--- src/rtl/servile_uart_tx.sv ---
// servile_uart_tx: Wishbone UART transmitter, 2**FIFO_AW byte TX FIFO, bit period DIV+1 clocks; even parity when SERVILE_UART_TX_PARITY_EN.
// Latency: ack/rdt one cycle after stb is sampled; start bit begins the cycle after the ack cycle on an idle line.
// Backpressure: none on the bus; a DATA write to a full FIFO is acked, dropped and sets the sticky overflow flag.
module servile_uart_tx #(
  parameter int unsigned FIFO_AW   = 2,
  parameter logic [15:0] DIV_RESET = 16'd433
) (
  input  logic        i_clk,
  input  logic        i_rst,
  input  logic [31:0] i_wb_adr,
  input  logic [31:0] i_wb_dat,
  input  logic [3:0]  i_wb_sel,
  input  logic        i_wb_we,
  input  logic        i_wb_stb,
  output logic [31:0] o_wb_rdt,
  output logic        o_wb_ack,
  output logic        o_tx
);
  localparam int unsigned DEPTH = 1 << FIFO_AW;

  typedef enum logic [2:0] {
    ST_IDLE,
    ST_START,
    ST_DATA,
`ifdef SERVILE_UART_TX_PARITY_EN
    ST_PARITY,
`endif
    ST_STOP
  } state_t;

  state_t             state, state_nxt;
  logic [1:0]         reg_sel;
  logic               access, wr, rd;
  logic [FIFO_AW:0]   wptr, rptr;
  logic [7:0]         mem [DEPTH];
  logic               full, empty, push_req, push, pop;
  logic               ovf, busy;
  logic [15:0]        div, cnt;
  logic [2:0]         bit_idx;
  logic [7:0]         shreg;
  logic               bit_end;
  logic [31:0]        rdt_mux;
`ifdef SERVILE_UART_TX_PARITY_EN
  logic               par;
`endif
  logic               unused_bits;

  assign unused_bits = ^{i_wb_adr[31:4], i_wb_adr[1:0], i_wb_dat[31:16], i_wb_sel[3:2]};

  // Only the edge that raises ack counts as an access, so a held stb is never double-acked.
  assign reg_sel  = i_wb_adr[3:2];
  assign access   = i_wb_stb & ~o_wb_ack;
  assign wr       = access & i_wb_we;
  assign rd       = access & ~i_wb_we;
  assign full     = (wptr[FIFO_AW] != rptr[FIFO_AW]) && (wptr[FIFO_AW-1:0] == rptr[FIFO_AW-1:0]);
  assign empty    = (wptr == rptr);
  assign push_req = wr && (reg_sel == 2'd0) && i_wb_sel[0];
  assign push     = push_req & ~full;
  assign pop      = (state == ST_IDLE) && !empty;
  assign bit_end  = (cnt == 16'd0);

  always_comb begin
    rdt_mux = '0;
    case (reg_sel)
      2'd1:    rdt_mux = {28'd0, ovf, busy, empty, full};
      2'd2:    rdt_mux = {16'd0, div};
      default: rdt_mux = '0;
    endcase
  end

  always_ff @(posedge i_clk) begin
    if (i_rst) begin
      o_wb_ack <= 1'b0;
      o_wb_rdt <= '0;
      ovf      <= 1'b0;
      div      <= DIV_RESET;
    end else begin
      o_wb_ack <= access;
      o_wb_rdt <= rd ? rdt_mux : 32'd0;
      // Set wins over a same-edge STATUS read clear.
      ovf      <= (push_req & full) | (ovf & ~(rd && (reg_sel == 2'd1)));
      if (wr && (reg_sel == 2'd2)) begin
        if (i_wb_sel[0]) div[7:0]  <= i_wb_dat[7:0];
        if (i_wb_sel[1]) div[15:8] <= i_wb_dat[15:8];
      end
    end
  end

  always_ff @(posedge i_clk) begin
    if (i_rst) begin
      wptr <= '0;
      rptr <= '0;
    end else begin
      if (push) wptr <= wptr + 1'b1;
      if (pop)  rptr <= rptr + 1'b1;
    end
  end

  always_ff @(posedge i_clk) begin
    if (push) mem[wptr[FIFO_AW-1:0]] <= i_wb_dat[7:0];
  end

  always_ff @(posedge i_clk) begin
    if (i_rst) state <= ST_IDLE;
    else       state <= state_nxt;
  end

  always_comb begin
    state_nxt = state;
    case (state)
      ST_IDLE:   if (!empty) state_nxt = ST_START;
      ST_START:  if (bit_end) state_nxt = ST_DATA;
`ifdef SERVILE_UART_TX_PARITY_EN
      ST_DATA:   if (bit_end && bit_idx == 3'd7) state_nxt = ST_PARITY;
      ST_PARITY: if (bit_end) state_nxt = ST_STOP;
`else
      ST_DATA:   if (bit_end && bit_idx == 3'd7) state_nxt = ST_STOP;
`endif
      ST_STOP:   if (bit_end) state_nxt = ST_IDLE;
      default:   state_nxt = ST_IDLE;
    endcase
  end

  // Counter reloads from the live divisor at every bit boundary, so DIV writes land at the next bit.
  always_ff @(posedge i_clk) begin
    if (i_rst) begin
      cnt     <= '0;
      bit_idx <= '0;
      shreg   <= '0;
`ifdef SERVILE_UART_TX_PARITY_EN
      par     <= 1'b0;
`endif
    end else if (state == ST_IDLE) begin
      cnt     <= div;
      bit_idx <= '0;
      if (pop) begin
        shreg <= mem[rptr[FIFO_AW-1:0]];
`ifdef SERVILE_UART_TX_PARITY_EN
        par   <= ^mem[rptr[FIFO_AW-1:0]];
`endif
      end
    end else if (bit_end) begin
      cnt <= div;
      if (state == ST_DATA) begin
        shreg   <= shreg >> 1;
        bit_idx <= bit_idx + 1'b1;
      end
    end else begin
      cnt <= cnt - 1'b1;
    end
  end

  always_comb begin
    o_tx = 1'b1;
    busy = 1'b1;
    case (state)
      ST_IDLE:   busy = 1'b0;
      ST_START:  o_tx = 1'b0;
      ST_DATA:   o_tx = shreg[0];
`ifdef SERVILE_UART_TX_PARITY_EN
      ST_PARITY: o_tx = par;
`endif
      default:   o_tx = 1'b1;
    endcase
  end

endmodule

--- config.mk ---
export PLATFORM = sky130hd
export DESIGN_NAME = servile_uart_tx
export DESIGN_NICKNAME = d
export VERILOG_FILES = /design/src/rtl/servile_uart_tx.sv
export SDC_FILE = /design/constraint.sdc
export NUM_CORES = 1
export LEC_CHECK = 0
export ABC_AREA = 0
export CAP_MARGIN = 20
export CORE_MARGIN = 1
export CORE_UTILIZATION = 30
export DETAILED_ROUTE_END_ITERATION = 6
export SLEW_MARGIN = 10
export SYNTH_ARGS = -nofsm -noshare
export SYNTH_HDL_FRONTEND = slang
export SYNTH_SLANG_ARGS = --single-unit
--- constraint.sdc ---
create_clock -name i_clk -period 5.45 [get_ports i_clk]
set_clock_uncertainty 0.2 [all_clocks]
set_input_delay 1.635 -clock i_clk [delete_from_list [all_inputs] [get_ports i_clk]]
set_output_delay 1.635 -clock i_clk [all_outputs]
set_load 0.05 [all_outputs]
After elaboration in Yosys (flattened, before gate mapping)
Memory sizes are Yosys's and may differ from the RTL's. A register that Yosys moved wholly into a read port is not among the register bits.
Cells that the tools add are included.
{"block": "totals", "register_bits": 86, "ram_bits": 32, "input_bits": 72, "out_inout_bits": 34, "word_cells": 80, "memories": 1}
{"block": "op_classes", "n_addsub": 4, "eq_ne": 14, "n_mux": 18, "bitwise_logic": 12, "n_reduce_logical": 20}
{"memory": "mem", "depth": 4, "word_bits": 8, "rd": 1, "rd_clocked_by_memory_dff": 1, "wr": 1, "line": "35", "rtl": "logic [7:0] mem [DEPTH];"}
{"op": "two-way mux 16 bit", "count": 2}
{"op": "two-way mux 8 bit", "count": 4}
{"op": "one-hot mux 16 bit (2 select lines)", "count": 1}
{"op": "zero test 16 bit", "count": 1}
{"op": "subtractor 16 x 1 -> 16 bit, second input constant", "count": 1}
{"op": "two-way mux 3 bit", "count": 4}
{"op": "one-hot mux 3 bit (4 select lines)", "count": 1}
{"op": "inequality test 2 bit, second input constant", "count": 5}
{"op": "adder 3 x 1 -> 3 bit, second input constant", "count": 3}
{"op": "logical AND 1 bit", "count": 7}
{"op": "bitwise AND 1 bit", "count": 6}
{"op": "== test 3 x 2 -> 1 bit, second input constant", "count": 2}
{"op": "AND reduction 2 bit", "count": 3}
{"op": "NOT 1 bit", "count": 5}
{"op": "two-way mux 2 bit", "count": 2}
{"op": "AND reduction 4 bit", "count": 1}
{"op": "nonzero test 2 bit", "count": 2}
{"op": "OR reduction 2 bit", "count": 2}
{"op": "== test 3 x 1 -> 1 bit, second input constant", "count": 1}
{"op": "== test 3 bit", "count": 1}
{"op": "== test 3 bit, second input constant", "count": 1}
{"op": "zero test 3 bit", "count": 1}
{"op": "two-way mux 1 bit", "count": 3}
{"op": "AND reduction 3 bit", "count": 1}
{"op": "8 further kinds", "count": 8}

Depth between registers and ports, before layout
Gate-level depths: netlist of run 1.
{"block": "depth", "ltp_word": 8, "ltp_mapped": 7, "mapped_depth_nobuf": 6}

Worst setup path after synthesis of run 1
Ideal clock, no wire load.
{"block": "synth_path", "path_type": "register -> output", "start": "reg state[0]", "end": "out o_tx", "t_arrival_ns": 1.568, "required_ns": 3.615, "slack_ns": 2.047, "path_stages_with_launch": 6, "path_buffers": 0, "cell_sequence": "dfxtp_1 > inv_1 > ha_1 > inv_1 > nor2_1 > a21oi_1"}
{"block": "synth_between", "elab_chain_cells": 2, "elab_cells_between_ends": 3, "classes_between": "2 x eq/ne; 1 x mux"}
{"element": "start, declared", "line": "31", "rtl": "state_t state, state_nxt;"}
{"element": "start signal, assigned", "line": "105", "rtl": "else state <= state_nxt;"}
{"element": "== test 3 x 2 -> 1 bit / == test 3 x 1 -> 1 bit (equally long branches)", "line": "156", "rtl": "case (state)"}
{"element": "one-hot mux 1 bit (2 select lines) *", "line": "156"}
{"element": "end, declared", "line": "17", "rtl": "output logic o_tx"}
Every way passes the cells marked *; elsewhere a longest branch is shown, timed or not.

Worst setup path after layout of run 1
Same ends and word-level chain as after synthesis.

==> results of run 1 <==
-- power breakdown --
| group | switching, W | total, W | leakage (nW) | internal (W) |
|---|---|---|---|---|
| Clock | 0.000313 | 0.000636 | 0.137 | 0.000323 |
| Sequential | 0.0000611 | 0.000898 | 0.864 | 0.000837 |
| Combinational | 0.000295 | 0.000482 | 1.20 | 0.000187 |
| Total | 0.000669 | 0.00202 | 2.20 | 0.00135 |
-- path summary, 6_finish.rpt --
check,startpoint,to,slack [ps],cells past startpoint
max,state[0],o_tx,1330,6
min,shreg[0],shreg[0],260,2
max reg2reg,state[1],cnt[15],2730,6
min reg2reg,shreg[0],shreg[0],260,2
-- layout by cell type, fill, tap and decap left out, drive strengths merged, types with 11 or more instances in the layout --
master         synthesis  final
ha                    17     17
mux2i                 30     30
nor2                  43     43
xor2                  11     11
edfxtp                32     32
dfxtp                 71     71
inv                   13     15
and2                  15     15
or3                   12     12
clkdlybuf4s50          0     41
nand2                 24     24
conb                   1     16
-- per-stage QoR --
step	util	hold WS, ps	cells	cell area [sq um]	worst slack, ps
after global placement	0.340	246	629	5150	1460
after global routing	0.360	292	645	5450	1170
after floorplan	-	238	433	4690	2050
final	0.360	264	645	5450	1330
after detailed placement	0.340	258	629	5150	1440
after CTS	0.360	268	645	5450	1270
-- registers in the layout, summed over array words and instances (netlist names), 2 cells and up, named ones only --
signal	cells
mem	32
wptr	3
o_wb_rdt	16
div	16
bit_idx	3
rptr	3
state	2
shreg	8
cnt	16
-- routing by layer --
metal	wire length [um]	track usage	share of wire
met2	4580	0.221	0.46
met4	126	0.0468	0.013
met3	349	0.0319	0.035
met5	0	0	0
met1	4890	0.175	0.49
-- worst min-delay path: stages (launching register included) --
cell and delay (ps):
dfxtp_1 310, nand2_1 50, mux2i_1 60
-- logic make-up (layout without fill, tap and decap cells) --
kind of cell,after synthesis,after routing,share of synthesized area
AO/OA/AOI/OAI,55,55,0.0919
adder cells (fa/ha/maj),17,17,0.0459
flip-flops,103,103,0.515
multiplexers,38,38,0.104
other,1,16,0.000810
XOR/XNOR,16,16,0.0303
buffers and inverters,50,74,0.0559
AND/OR/NAND/NOR,138,138,0.157
-- area by class of cell --
type	count	share of cell area
flip-flops and latches	103	0.437
multi-input cells	280	0.375
repair buffers	44	0.0795
well taps	188	0.0432
clock buffers	9	0.0413
clock inverters	7	0.0138
inverters	14	0.00965
==> flow_summary.toml, run 1 <==
[yosys]
synthTopCellsByCount = "71 x dfxtp_1, 43 x nor2_1, 32 x edfxtp_1"
syn_area_sq_um = 4630
netlist_instances = 418
synth.area.top_cells = "dfxtp_1 31%, edfxtp_1 21%, mux2i_1 6.5%"
yosysTopAreaCell = "dfxtp_1"
syn_avg_cell_area_sq_um = 11.1
ys_types = 56
yosysMostFrequentCell = "dfxtp_1"
yosysWarnings = 0
synth-async-reset-ratio = 0
yosysTopAreaCellShare = 0.307
ys.flop_type = "dfxtp_1"
synth-edff-count = 32
ys_seq_elements = 103
yosysSeqAreaShare = 0.515

[timing]
fin_crit_ps = 4120
finalHoldViolCount = 0
setup_viol = 0
fmax_mhz = 243
tightest_slew_ps = 1010
rsz0062_at_grt = "false"
relSlewSlack = 0.327
fin_crit_sh = 0.756
drv_slew = 0
setup_tns_ps = 0

[setup_path]
crit_chain = "inv_1, ha_1, inv_1, nor2_1, a21oi_1, clkdlybuf4s50_1"
path_delay_family = "buffers and inverters"
cp.required_ps = 3620
worstPathMaxFanout = 5
cp_num_buf_inv = 3
cpMaxStageDelayCell = "clkdlybuf4s50_1"
start_kind = "register"
cp.arrival_ps = 2290
end_kind = "primary output"
max_stage_delay_ps = 840
crit_type = "register to primary output"
cpMostUsedCell = "inv_1"

[clocking]
clk_path_buf_depth = 2
cts_hold_buf = 0
cts_setup_buffers = 0
cts_sinks = 103
cts_root_buf = "clkbuf_16"
path_clk_slew_ps = 70
cts_made_buffers = 9
clkLatencyLatePin_ps = 350
cts_max_level = 3
cts_tree = "yes"
post_cts_resized = 0

[cells_and_area]
antennaDiodeCount = 0
drive_gt1_frac = 0.0744
fillCellCount = 1494
multi_input_area_sq_um = 2040
seqCellArea_sq_um = 2380
area_delta_synth_final_pct = 17.7
fin_nets = 541

[placed_design]
port_buffers = 41
hpwl_um = 6890
place.gp.congestion = 0.748

[route]
ant_nets = 0
firstDrtPassIters = 4
routedWlPerCell_um = 15.4
first_iter_violations = 154
totalWireLength_um = 9940
drc = 0
via_per_inst = 4.81
vias = 3101

[floorplanning]
num_rows = 45
die_h_um = 126
core_sq_um = 15100
io-pin-count = 106
die_w_um = 126
die-area_sq_um = 15900
initial_utilization = 0.306

[pwr]
p_leak_nw = 2.20
p_per_area_nw_per_um2 = 370
p_total_w = 0.00202
ir_drop_uv = 208

[grt]
track_usage = 0.135
gr-total-overflow = 0
antenna_found_initial = 0
grt_max_degree = 36
grt_pass1_vias = 3152
grt_pass1_wl_um = 16500

[status]
status = "finished clean"

[worst_hold_path]
worstHoldPathType = "register to register"

[flow_run]
drv_cap = 0
(Power assumes the default switching activity.)
==> run 2: changes to the inputs <==
Clock period 5.45 ns to 3.7 ns, I/O delays scaled along.
==> flow_summary.toml, run 2 (same netlist as run 1, synthesis figures left out) <==
[cells_and_area]
final_cells = 653
fin_nets = 549
area_delta_synth_final_pct = 19.3
layout_commonest_cell = "dfxtp_1"
antennaDiodeCount = 0
largest_reg_flops = 32
drive_gt1_frac = 0.0903
final_cell_mix = "71 x dfxtp_1, 43 x nor2_1, 40 x clkdlybuf4s50_1"

[floorplanning]
core_sq_um = 15100
num_rows = 45
initial_utilization = 0.306
die_h_um = 126
die-area_sq_um = 15900
die_w_um = 126
io-pin-count = 106

[setup_path]
crit_end = "o_tx"
path_delay_family = "buffers and inverters"
crit_type = "register to primary output"
r2r_setup_slack_ps = 1150
crit_chain = "inv_1, ha_1, inv_1, nor2_1, a21oi_1, dlymetal6s2s_1"
crit_start = "state[0]"
critical_path_depth = 6
end_kind = "primary output"
cp.required_ps = 2390
max_stage_delay_ps = 460
cpMostUsedCell = "inv_1"
rr_worst_depth = 4
cp_num_buf_inv = 3
r2r_end = "shreg[7]"
worstReg2RegStart = "cnt[6]"
worstPathMaxFanout = 5
cpMaxStageDelayCell = "dlymetal6s2s_1"
start_kind = "register"
cp.arrival_ps = 1940

[timing]
fin_crit_ps = 3250
tightest_slew_ps = 747
setup_tns_ps = 0
relSlewSlack = 0.498
finalHoldViolCount = 0
drv_slew = 0
rsz0062_at_grt = "false"
fmax_mhz = 308
fin_crit_sh = 0.877
setup_viol = 0

[grt]
antenna_found_initial = 0
grt_pass1_wl_um = 16300
grt_pass1_vias = 3098
grt_max_degree = 24
track_usage = 0.135
gr-total-overflow = 0

[pwr]
pwr-share-seq = 0.436
pwr-share-comb = 0.239
ir_drop_uv = 320
p_leak_nw = 2.26
switching_share = 0.338
p_int_w = 0.00201
switching_power_w = 0.00103
p_total_w = 0.00304
p_per_area_nw_per_um2 = 550
clock_power_share = 0.325

[flow_run]
drv_cap = 0

[placed_design]
place_inst = 637
port_buffers = 41
place.gp.congestion = 0.773
hpwl_um = 7110

[status]
status = "finished clean"

[route]
routedWlPerCell_um = 15.4
firstDrtPassIters = 4
first_iter_violations = 156
drc = 0
vias = 3205
ant_nets = 0
totalWireLength_um = 10100
via_per_inst = 4.91

[clocking]
cts_tree = "yes"
cts_hold_buf = 0
cts_made_buffers = 9
clkLatencyLatePin_ps = 360
cts_max_level = 3
cts_setup_buffers = 0
post_cts_resized = 0
cts_sinks = 103
path_clk_slew_ps = 80
clk_path_buf_depth = 2
cts_root_buf = "clkbuf_16"

[worst_hold_path]
worstHoldPathType = "register to register"
[run 2: cell types whose count changed in the layout (fill, tap and decap cells not counted), sizes merged]
cell	delta
buf	+8
clkinvlp	-3
inv	+3
clkdlybuf4s50	-1
dlymetal6s2s	+1
[run 2: how the worst min path moves through the flow]
stage | from | end | cells past startpoint | slack (ps)
2_1_floorplan | div[8] | o_wb_rdt[8] | 2 | 240
3_3_place_gp | shreg[6] | shreg[6] | 2 | 250
3_5_place_dp | shreg[1] | shreg[1] | 2 | 260
4_1_cts | shreg[0] | shreg[0] | 2 | 270
5_1_grt | shreg[0] | shreg[0] | 2 | 280
6_report | shreg[0] | shreg[0] | 2 | 260
[run 2: final cells by class]
class / instances / area, sq um
multi-input cells: 280 / 2040
well taps: 188 / 235
flip-flops and latches: 103 / 2380
clock inverters: 7 / 86.3
clock buffers: 9 / 225
fillers: 1479 / 9620
repair buffers: 52 / 495
inverters: 14 / 52.6
[run 2: per-stage QoR]
step                utilization  area, sq um  worst slack, ps  hold slack [ps]
floorplan                     -         4690              822              238
global placement          0.344         5210              442              245
detailed placement        0.344         5210              418              255
CTS                       0.364         5520             32.0              266
global route              0.365         5520              324              284
finish                    0.365         5520              454              261
[run 2: worst register-to-register path: stages, from the launching register on]
cell and delay (ps):
dfxtp_1 380, nor4_4 480, nand4_2 450, o41a_1 660, a31o_1 290
[run 2: power groups by stage]
stage	Sequential (W)	Clock [W]	Combinational [W]
after floorplan	0.00132	0	0.000584
after global placement	0.00135	0	0.000711
after detailed placement	0.00135	0	0.000726
after CTS	0.00133	0.00101	0.000732
after global routing	0.00134	0.00105	0.000804
final	0.00132	0.000987	0.000727
[run 2: routing by layer]
metal / track usage / vias to the layer above / routed length [um] / share of wire
met5: 0 / - / 0 / 0
met4: 0.0595 / 0 / 191 / 0.019
met3: 0.0348 / 13 / 375 / 0.037
met2: 0.217 / 70 / 4720 / 0.47
met1: 0.170 / 1555 / 4800 / 0.48
li1: - / 1567 / - / -
